## src/rtl/mem_port_arbiter.sv

```systemverilog
// mem_port_arbiter: two-port round-robin arbiter and access sequencer in
// front of the single-port main memory. Port 0 is the instruction refill path
// and port 1 is the data refill/write-back path.
//
// Each grant performs one word access. The FSM runs IDLE -> ISSUE -> WAIT ->
// ACK. The read or write strobe is high for exactly the ISSUE cycle. The FSM
// then waits for the memory's registered ready, and the granted port gets a
// one-cycle ack, with read data for reads. All outputs are registered.
//
// Handshake: a port raises req with we/addr/wdata stable and holds them until
// its ack. The ack is a single-cycle pulse. A req still high in the cycle
// after the ack is taken as a new request.
//
// Optional feature: define MEM_ARB_TIMEOUT_EN to bound the WAIT state to
// TIMEOUT_CYCLES cycles. An expired wait completes with err=1 and rdata=0.
// When the macro is undefined, p0_err and p1_err are tied low and no counter
// is built.
module mem_port_arbiter #(
    parameter int ADDR_W         = 32,
    parameter int DATA_W         = 32,
    parameter int TIMEOUT_CYCLES = 64
) (
    input  logic              clk,
    input  logic              rst_n,
    input  logic              p0_req,
    input  logic              p0_we,
    input  logic [ADDR_W-1:0] p0_addr,
    input  logic [DATA_W-1:0] p0_wdata,
    output logic              p0_ack,
    output logic [DATA_W-1:0] p0_rdata,
    output logic              p0_err,
    input  logic              p1_req,
    input  logic              p1_we,
    input  logic [ADDR_W-1:0] p1_addr,
    input  logic [DATA_W-1:0] p1_wdata,
    output logic              p1_ack,
    output logic [DATA_W-1:0] p1_rdata,
    output logic              p1_err,
    output logic [ADDR_W-1:0] mem_address,
    output logic              mem_read,
    output logic              mem_write,
    output logic [DATA_W-1:0] mem_wdata,
    input  logic [DATA_W-1:0] mem_data_out,
    input  logic              mem_ready
);

    localparam logic [1:0] S_IDLE  = 2'd0;
    localparam logic [1:0] S_ISSUE = 2'd1;
    localparam logic [1:0] S_WAIT  = 2'd2;
    localparam logic [1:0] S_ACK   = 2'd3;

    // TIMEOUT_CYCLES must be at least 1; this empty block marks a bad setting
    // in the elaborated hierarchy.
    if (TIMEOUT_CYCLES < 1) begin : g_timeout_cfg_invalid
    end

    logic [1:0]        state_q, state_d;
    logic              last_grant_q, last_grant_d;   // port served most recently
    logic              gnt_q, gnt_d;                 // port owning the current access
    logic              we_q, we_d;
    logic [ADDR_W-1:0] mem_address_q, mem_address_d;
    logic [DATA_W-1:0] mem_wdata_q, mem_wdata_d;
    logic              mem_read_q, mem_read_d;
    logic              mem_write_q, mem_write_d;
    logic              p0_ack_q, p0_ack_d;
    logic              p1_ack_q, p1_ack_d;
    logic [DATA_W-1:0] p0_rdata_q, p0_rdata_d;
    logic [DATA_W-1:0] p1_rdata_q, p1_rdata_d;
    logic              sel_p1;
    logic              sel_we;

`ifdef MEM_ARB_TIMEOUT_EN
    localparam int              CNT_W    = $clog2(TIMEOUT_CYCLES + 1);
    localparam logic [CNT_W-1:0] CNT_LAST = CNT_W'(TIMEOUT_CYCLES - 1);

    logic [CNT_W-1:0] wait_cnt_q, wait_cnt_d;
    logic             p0_err_q, p0_err_d;
    logic             p1_err_q, p1_err_d;
`endif

    // Next-state and output-register logic for the access sequencer
    always_comb begin
        state_d       = state_q;
        last_grant_d  = last_grant_q;
        gnt_d         = gnt_q;
        we_d          = we_q;
        mem_address_d = mem_address_q;
        mem_wdata_d   = mem_wdata_q;
        mem_read_d    = 1'b0;
        mem_write_d   = 1'b0;
        p0_ack_d      = 1'b0;
        p1_ack_d      = 1'b0;
        p0_rdata_d    = p0_rdata_q;
        p1_rdata_d    = p1_rdata_q;
        sel_p1        = 1'b0;
        sel_we        = 1'b0;
`ifdef MEM_ARB_TIMEOUT_EN
        wait_cnt_d    = wait_cnt_q;
        p0_err_d      = 1'b0;
        p1_err_d      = 1'b0;
`endif

        case (state_q)
            S_IDLE: begin
                if (p0_req || p1_req) begin
                    // On a tie the port that did not win last time is chosen.
                    if (p0_req && p1_req) begin
                        sel_p1 = ~last_grant_q;
                    end else begin
                        sel_p1 = p1_req;
                    end
                    sel_we        = sel_p1 ? p1_we : p0_we;
                    gnt_d         = sel_p1;
                    last_grant_d  = sel_p1;
                    we_d          = sel_we;
                    mem_address_d = sel_p1 ? p1_addr : p0_addr;
                    mem_wdata_d   = sel_p1 ? p1_wdata : p0_wdata;
                    mem_read_d    = ~sel_we;
                    mem_write_d   = sel_we;
                    state_d       = S_ISSUE;
                end
            end

            S_ISSUE: begin
                // The strobe was high for this cycle only.
                state_d = S_WAIT;
`ifdef MEM_ARB_TIMEOUT_EN
                wait_cnt_d = '0;
`endif
            end

            S_WAIT: begin
                if (mem_ready) begin
                    if (!we_q) begin
                        if (gnt_q) begin
                            p1_rdata_d = mem_data_out;
                        end else begin
                            p0_rdata_d = mem_data_out;
                        end
                    end
                    if (gnt_q) begin
                        p1_ack_d = 1'b1;
                    end else begin
                        p0_ack_d = 1'b1;
                    end
                    state_d = S_ACK;
                end
`ifdef MEM_ARB_TIMEOUT_EN
                else if (wait_cnt_q == CNT_LAST) begin
                    // A ready arriving in this same cycle takes the branch above.
                    if (gnt_q) begin
                        p1_ack_d = 1'b1;
                        p1_err_d = 1'b1;
                        if (!we_q) begin
                            p1_rdata_d = '0;
                        end
                    end else begin
                        p0_ack_d = 1'b1;
                        p0_err_d = 1'b1;
                        if (!we_q) begin
                            p0_rdata_d = '0;
                        end
                    end
                    state_d = S_ACK;
                end else begin
                    wait_cnt_d = wait_cnt_q + 1'b1;
                end
`endif
            end

            S_ACK: begin
                // Requests are not sampled here.
                state_d = S_IDLE;
            end

            default: begin
                state_d = S_IDLE;
            end
        endcase
    end

    // State and output registers, cleared asynchronously by rst_n
    always_ff @(posedge clk or negedge rst_n) begin
        if (!rst_n) begin
            state_q       <= S_IDLE;
            last_grant_q  <= 1'b1;
            gnt_q         <= 1'b0;
            we_q          <= 1'b0;
            mem_address_q <= '0;
            mem_wdata_q   <= '0;
            mem_read_q    <= 1'b0;
            mem_write_q   <= 1'b0;
            p0_ack_q      <= 1'b0;
            p1_ack_q      <= 1'b0;
            p0_rdata_q    <= '0;
            p1_rdata_q    <= '0;
        end else begin
            state_q       <= state_d;
            last_grant_q  <= last_grant_d;
            gnt_q         <= gnt_d;
            we_q          <= we_d;
            mem_address_q <= mem_address_d;
            mem_wdata_q   <= mem_wdata_d;
            mem_read_q    <= mem_read_d;
            mem_write_q   <= mem_write_d;
            p0_ack_q      <= p0_ack_d;
            p1_ack_q      <= p1_ack_d;
            p0_rdata_q    <= p0_rdata_d;
            p1_rdata_q    <= p1_rdata_d;
        end
    end

`ifdef MEM_ARB_TIMEOUT_EN
    // WAIT-cycle counter and timeout error flags
    always_ff @(posedge clk or negedge rst_n) begin
        if (!rst_n) begin
            wait_cnt_q <= '0;
            p0_err_q   <= 1'b0;
            p1_err_q   <= 1'b0;
        end else begin
            wait_cnt_q <= wait_cnt_d;
            p0_err_q   <= p0_err_d;
            p1_err_q   <= p1_err_d;
        end
    end

    assign p0_err = p0_err_q;
    assign p1_err = p1_err_q;
`else
    assign p0_err = 1'b0;
    assign p1_err = 1'b0;
`endif

    assign mem_address = mem_address_q;
    assign mem_wdata   = mem_wdata_q;
    assign mem_read    = mem_read_q;
    assign mem_write   = mem_write_q;
    assign p0_ack      = p0_ack_q;
    assign p1_ack      = p1_ack_q;
    assign p0_rdata    = p0_rdata_q;
    assign p1_rdata    = p1_rdata_q;

endmodule

```

## config.mk

```make
export PLATFORM = sky130hd
export DESIGN_NAME = mem_port_arbiter
export DESIGN_NICKNAME = d
export VERILOG_FILES = /design/src/rtl/mem_port_arbiter.sv
export SDC_FILE = /design/constraint.sdc
export NUM_CORES = 1
export LEC_CHECK = 0
export BUFFER_PORTS_ARGS = -buffer_cell sky130_fd_sc_hd__buf_4
export CAP_MARGIN = 20
export CELL_PAD_IN_SITES_DETAIL_PLACEMENT = 1
export CELL_PAD_IN_SITES_GLOBAL_PLACEMENT = 1
export CORE_ASPECT_RATIO = 1.4
export CORE_MARGIN = 1
export CORE_UTILIZATION = 33
export DETAILED_ROUTE_END_ITERATION = 10
export PLACE_DENSITY = 0.89
export SYNTH_ARGS = -nofsm -noshare
export SYNTH_HDL_FRONTEND = slang
export SYNTH_SLANG_ARGS = --single-unit
```

## constraint.sdc

```tcl
create_clock -name clk -period 2 [get_ports clk]
set_clock_uncertainty 0.05 [all_clocks]
set_input_delay 0.1 -clock clk [delete_from_list [all_inputs] [get_ports clk]]
set_output_delay 0.1 -clock clk [all_outputs]
set_load 0.02 [all_outputs]
```

Word-level counts from Yosys, hierarchy flattened

Cells that the tools add are included.

Register bits after elaboration: 137
Input bits: 167

Eq/ne operators: 5
Muxes and demuxes: 19
Bitwise logic cells: 4
Reductions and logical operators: 7

Operators with widths:

| cell               | number |
|---|---|
| $mux 32            | 2 |
| $mux 1             | 14 |
| $pmux 2 s4         | 1 |
| $reduce_and 4->1   | 2 |
| $eq 2x2->1 const B | 2 |
| $mux 2             | 2 |
| $ne 2x2->1 const B | 2 |
| $not 1->1          | 4 |
| $reduce_and 2->1   | 2 |
| $eq 2x1->1 const B | 1 |
| $logic_not 2->1    | 1 |
| $logic_and 1x1->1  | 1 |
| $logic_or 1x1->1   | 1 |

Longest topological paths before layout

Depth after elaboration: 8
Depth in mapped cells: 7
Depth with buffers taken out: 5

Worst setup path before layout

Ideal clock, no wire load.

Path type: flip-flop to flip-flop
Start point: register state_q[0]
End point: register p0_rdata_q[10], in the netlist p0_rdata[10]
Setup time: 0.125 ns
Data arrival time: 1.459 ns
Slack: 0.366 ns
Stages on the path, launching flop included: 7
Path buffers: 1
Clock period less this slack: 1.634 ns
Path through: dfrtp_1 inv_1 ha_1 nand2_1 nor3_2 buf_4 mux2_2

Word-level cells in the longest chain between the ends: 2

RTL lines:

| item                              | RTL line | text |
|---|---|---|
| start, declared                   | 57       | `logic [1:0] state_q, state_d;` |
| start signal, assigned            | 198      | `state_q <= state_d;` |
| $eq 2x2->1                        | 103      | `case (state_q)` |
| $reduce_and 4->1 (no source line) | --       |  |
| end signal, assigned              | 208      | `p0_rdata_q <= p0_rdata_d;` |
| end, declared                     | 67       | `logic [DATA_W-1:0] p0_rdata_q, p0_rdata_d;` |

No other way between the ends.
A chain may end at the register's enable or synchronous reset.

Worst setup path after layout

Start point: register last_grant_q
End point: register mem_write_q, in the netlist mem_write

Word-level cells in the longest chain between the ends: 7

RTL lines:

| item                   | RTL line | text |
|---|---|---|
| start, declared        | 58       | `logic last_grant_q, last_grant_d;` |
| start signal, assigned | 199      | `last_grant_q <= last_grant_d;` |
| $not 1->1              | 108      | `sel_p1 = ~last_grant_q;` |
| $mux 1                 | 107      | `if (p0_req && p1_req) begin` |
| $mux 1                 | 105      | `if (p0_req \|\| p1_req) begin` |
| $mux 1                 | 103      |  |
| $mux 1                 | 112      | `sel_we = sel_p1 ? p1_we : p0_we;` |
| $mux 1                 | 105      |  |
| $mux 1                 | 103      |  |
| named net mem_write_d  | 64       | `logic mem_write_q, mem_write_d;` |
| end signal, assigned   | 205      | `mem_write_q <= mem_write_d;` |
| end, declared          | 64       |  |

The timed path passes the listed nets, and every way through them passes these cells. The select of a mux whose other input is x is not followed.

==> results.yml <==
min_path:
  hp-class: "in -> async"
timing:
  rsz0062_at_grt: "false"
  slew_viol_final: 0
  relSlewSlack: 0.578
  layout_min_cycle_time_ns: 1.95
  fin_crit_sh: 0.976
  hold_viol_final: 0
  finalSetupViolations: 0
  tightest_slew_ns: 0.630
  max_freq_mhz: 512
  fin_tns_setup_ns: 0
route:
  drtAntennaViolNets: 0
  detail_route.wirelength_um: 28500
  avgRoutedWirePerCell_um: 23.1
  drtIter0Drc: 235
  drc: 0
  vias: 6186
  vias_per_cell: 5.01
  dr.pass1.iters: 5
cts:
  clk_pin_slew_ns: 0.06
  cts-root-buf: "clkbuf_16"
  cts.htree.levels: 4
  numCtsBuffers: 17
  clk_latency_ns: 0.42
  cts_sinks: 137
  tritoncts: "built"
  cts_resized: 0
  cts_buffer_depth: 2
finish:
  drive_above_1_share: 0.414
  layout_common_cells: "buf_4, dlygate4sd3_1, dfrtp_1, a21oi_1, nor2_1"
  fin_cells: 1235
  nNetsFinal: 1151
  nFillCells: 1790
  final_common_cell: "buf_4"
  area_delta_synth_final_pct: 84.5
global_route:
  grt.total_usage: 0.318
  grt_pass1_vias: 7367
  grt_max_degree: 66
  grt_pass1_wl_um: 42200
  grt_overflow: 0
  antenna_found_initial: 6
place:
  hpwl_um: 14000
  io_buffers: 298
  place_inst: 1028
  place_congestion: 0.781
synth:
  yosysUniqueCellTypes: 28
  syn_inst: 521
  synth_seq_cells: 137
  synthesis.area_um2: 5770
  synth_xor_area_frac: 0
  post_synth_and_or_nand_nor_area_fraction: 0.0925
  ys_seq_area_frac: 0.594
  synth_ff_type: "dfrtp_1"
  yosysWarnings: 0
  synth_compound_area_frac: 0.123
  synth_fa_ha_area_frac: 0.00433
  synth_top_family_by_area: "multiplexers"
  synth_mux_area_frac: 0.148
  synth_edf_count: 0
  postSynthAreaPerCell_um2: 11.1
  async_flop_share: 1.00
critical_path:
  arrival_ns: 2.20
  cp-end-kind: "flop"
  crit_type: "reg -> reg"
  cp-start-kind: "flop"
  critPathMaxStageDelay_ns: 0.63
  worst-path-buf-inv: 1
  worstPathRequired_ns: 2.25
  cpMaxStageDelayCell: "dlygate4sd3_1"
  path_delay_family: "buffers and inverters"
  cp_max_fo: 4
  startpoint: "last_grant_q"
  rr_startpoint: "last_grant_q"
  crit_path_cell_trace: "a21bo_2, mux2i_1, dlygate4sd3_1, nor2_1"
floorplan:
  pin_count: 301
  dieHeight_um: 159
  die_width_um: 114
  rows: 56
  die_area_um2: 18000
  core-area_um2: 17000
  start_util: 0.340
run:
  maxCapViolCount: 0
pwr:
  p_per_area_nw_per_um2: 1550
  leakage_nw: 5.19
  ir_drop_v: 0.000619
outcome:
  status: "complete, no violations"
-- final cells by class --
class / count / area [µm²] / share of cell area
timing repair buffer: 478 / 4120 / 0.387
sequential: 137 / 3430 / 0.322
multi-input combinational: 346 / 2160 / 0.203
clock buffer: 18 / 429 / 0.0403
tap: 232 / 290 / 0.0273
clock inverter: 14 / 188 / 0.0176
antenna: 8 / 20.0 / 0.00188
inverter: 2 / 7.51 / 0.000705
-- per-layer routing --
layer | track usage | up-vias | routed length (µm)
li1 | - | 2686 | -
met1 | 0.305 | 3073 | 9540
met2 | 0.607 | 316 | 15900
met3 | 0.0738 | 111 | 1440
met4 | 0.197 | 0 | 1570
met5 | 0 | - | 0
-- worst paths after layout --
kind                       depth (start not counted)               to  slack, ns
setup / recovery                                   4        mem_write       0.05
hold / removal                                     2     p1_rdata[27]       0.11
setup reg to reg                                   4        mem_write       0.05
hold reg to reg                                    1       state_q[0]       0.45
max in group asynchronous                          3     mem_wdata[5]       1.13
min in group clk                                   4  mem_address[14]       0.22
-- through the flow --
step,hold WS [ns],worst slack (ns),cell area [µm²],power (mW),util
floorplan,-0.246,0.366,5780,8.86,-
global placement,-0.0221,0.277,8340,12.0,0.492
detailed placement,-0.0216,0.210,8340,12.3,0.492
CTS,0.111,0.153,10600,16.0,0.627
global route,0.136,0.0112,10600,17.2,0.628
finish,0.110,0.0475,10700,16.5,0.628
-- power by group --
part	total (mW)	internal (mW)	switching (mW)
clock	3.37	2.00	1.37
sequential	5.16	4.15	1.01
combinational	7.97	3.54	4.43
-- sequential cells by signal (all words and copies together) (netlist names) --
name and flops:
gnt_q 1, we_q 1, mem_wdata 32, p0_ack 1, p1_rdata 32, last_grant_q 1
mem_write 1, mem_read 1, p1_ack 1, mem_address 32, p0_rdata 32, state_q 2
-- cell families after synthesis --
kind of cell	after synthesis
multiplexers	66
AO/OA/AOI/OAI	138
other	1
AND/OR/NAND/NOR	138
buffers and inverters	39
flip-flops	137
adder cells (fa/ha/maj)	2
-- cell usage after synthesis, drive strengths merged (2+ instances only) --
cell type / instances / area share
a21oi: 131 / 0.11
buf: 31 / 0.032
clkbuf: 6 / 0.0039
dfrtp: 136 / 0.59
ha: 2 / 0.0043
inv: 2 / 0.0013
mux2: 65 / 0.15
nand2: 65 / 0.042
nor2: 68 / 0.044
-- timing repair --
action                                 in CTS  in global routing
hold buffers                              167                  0
setup buffers                               0                  0
endpoints found under the hold margin     268                  0
No activity file was read; power rests on OpenSTA's default activity.
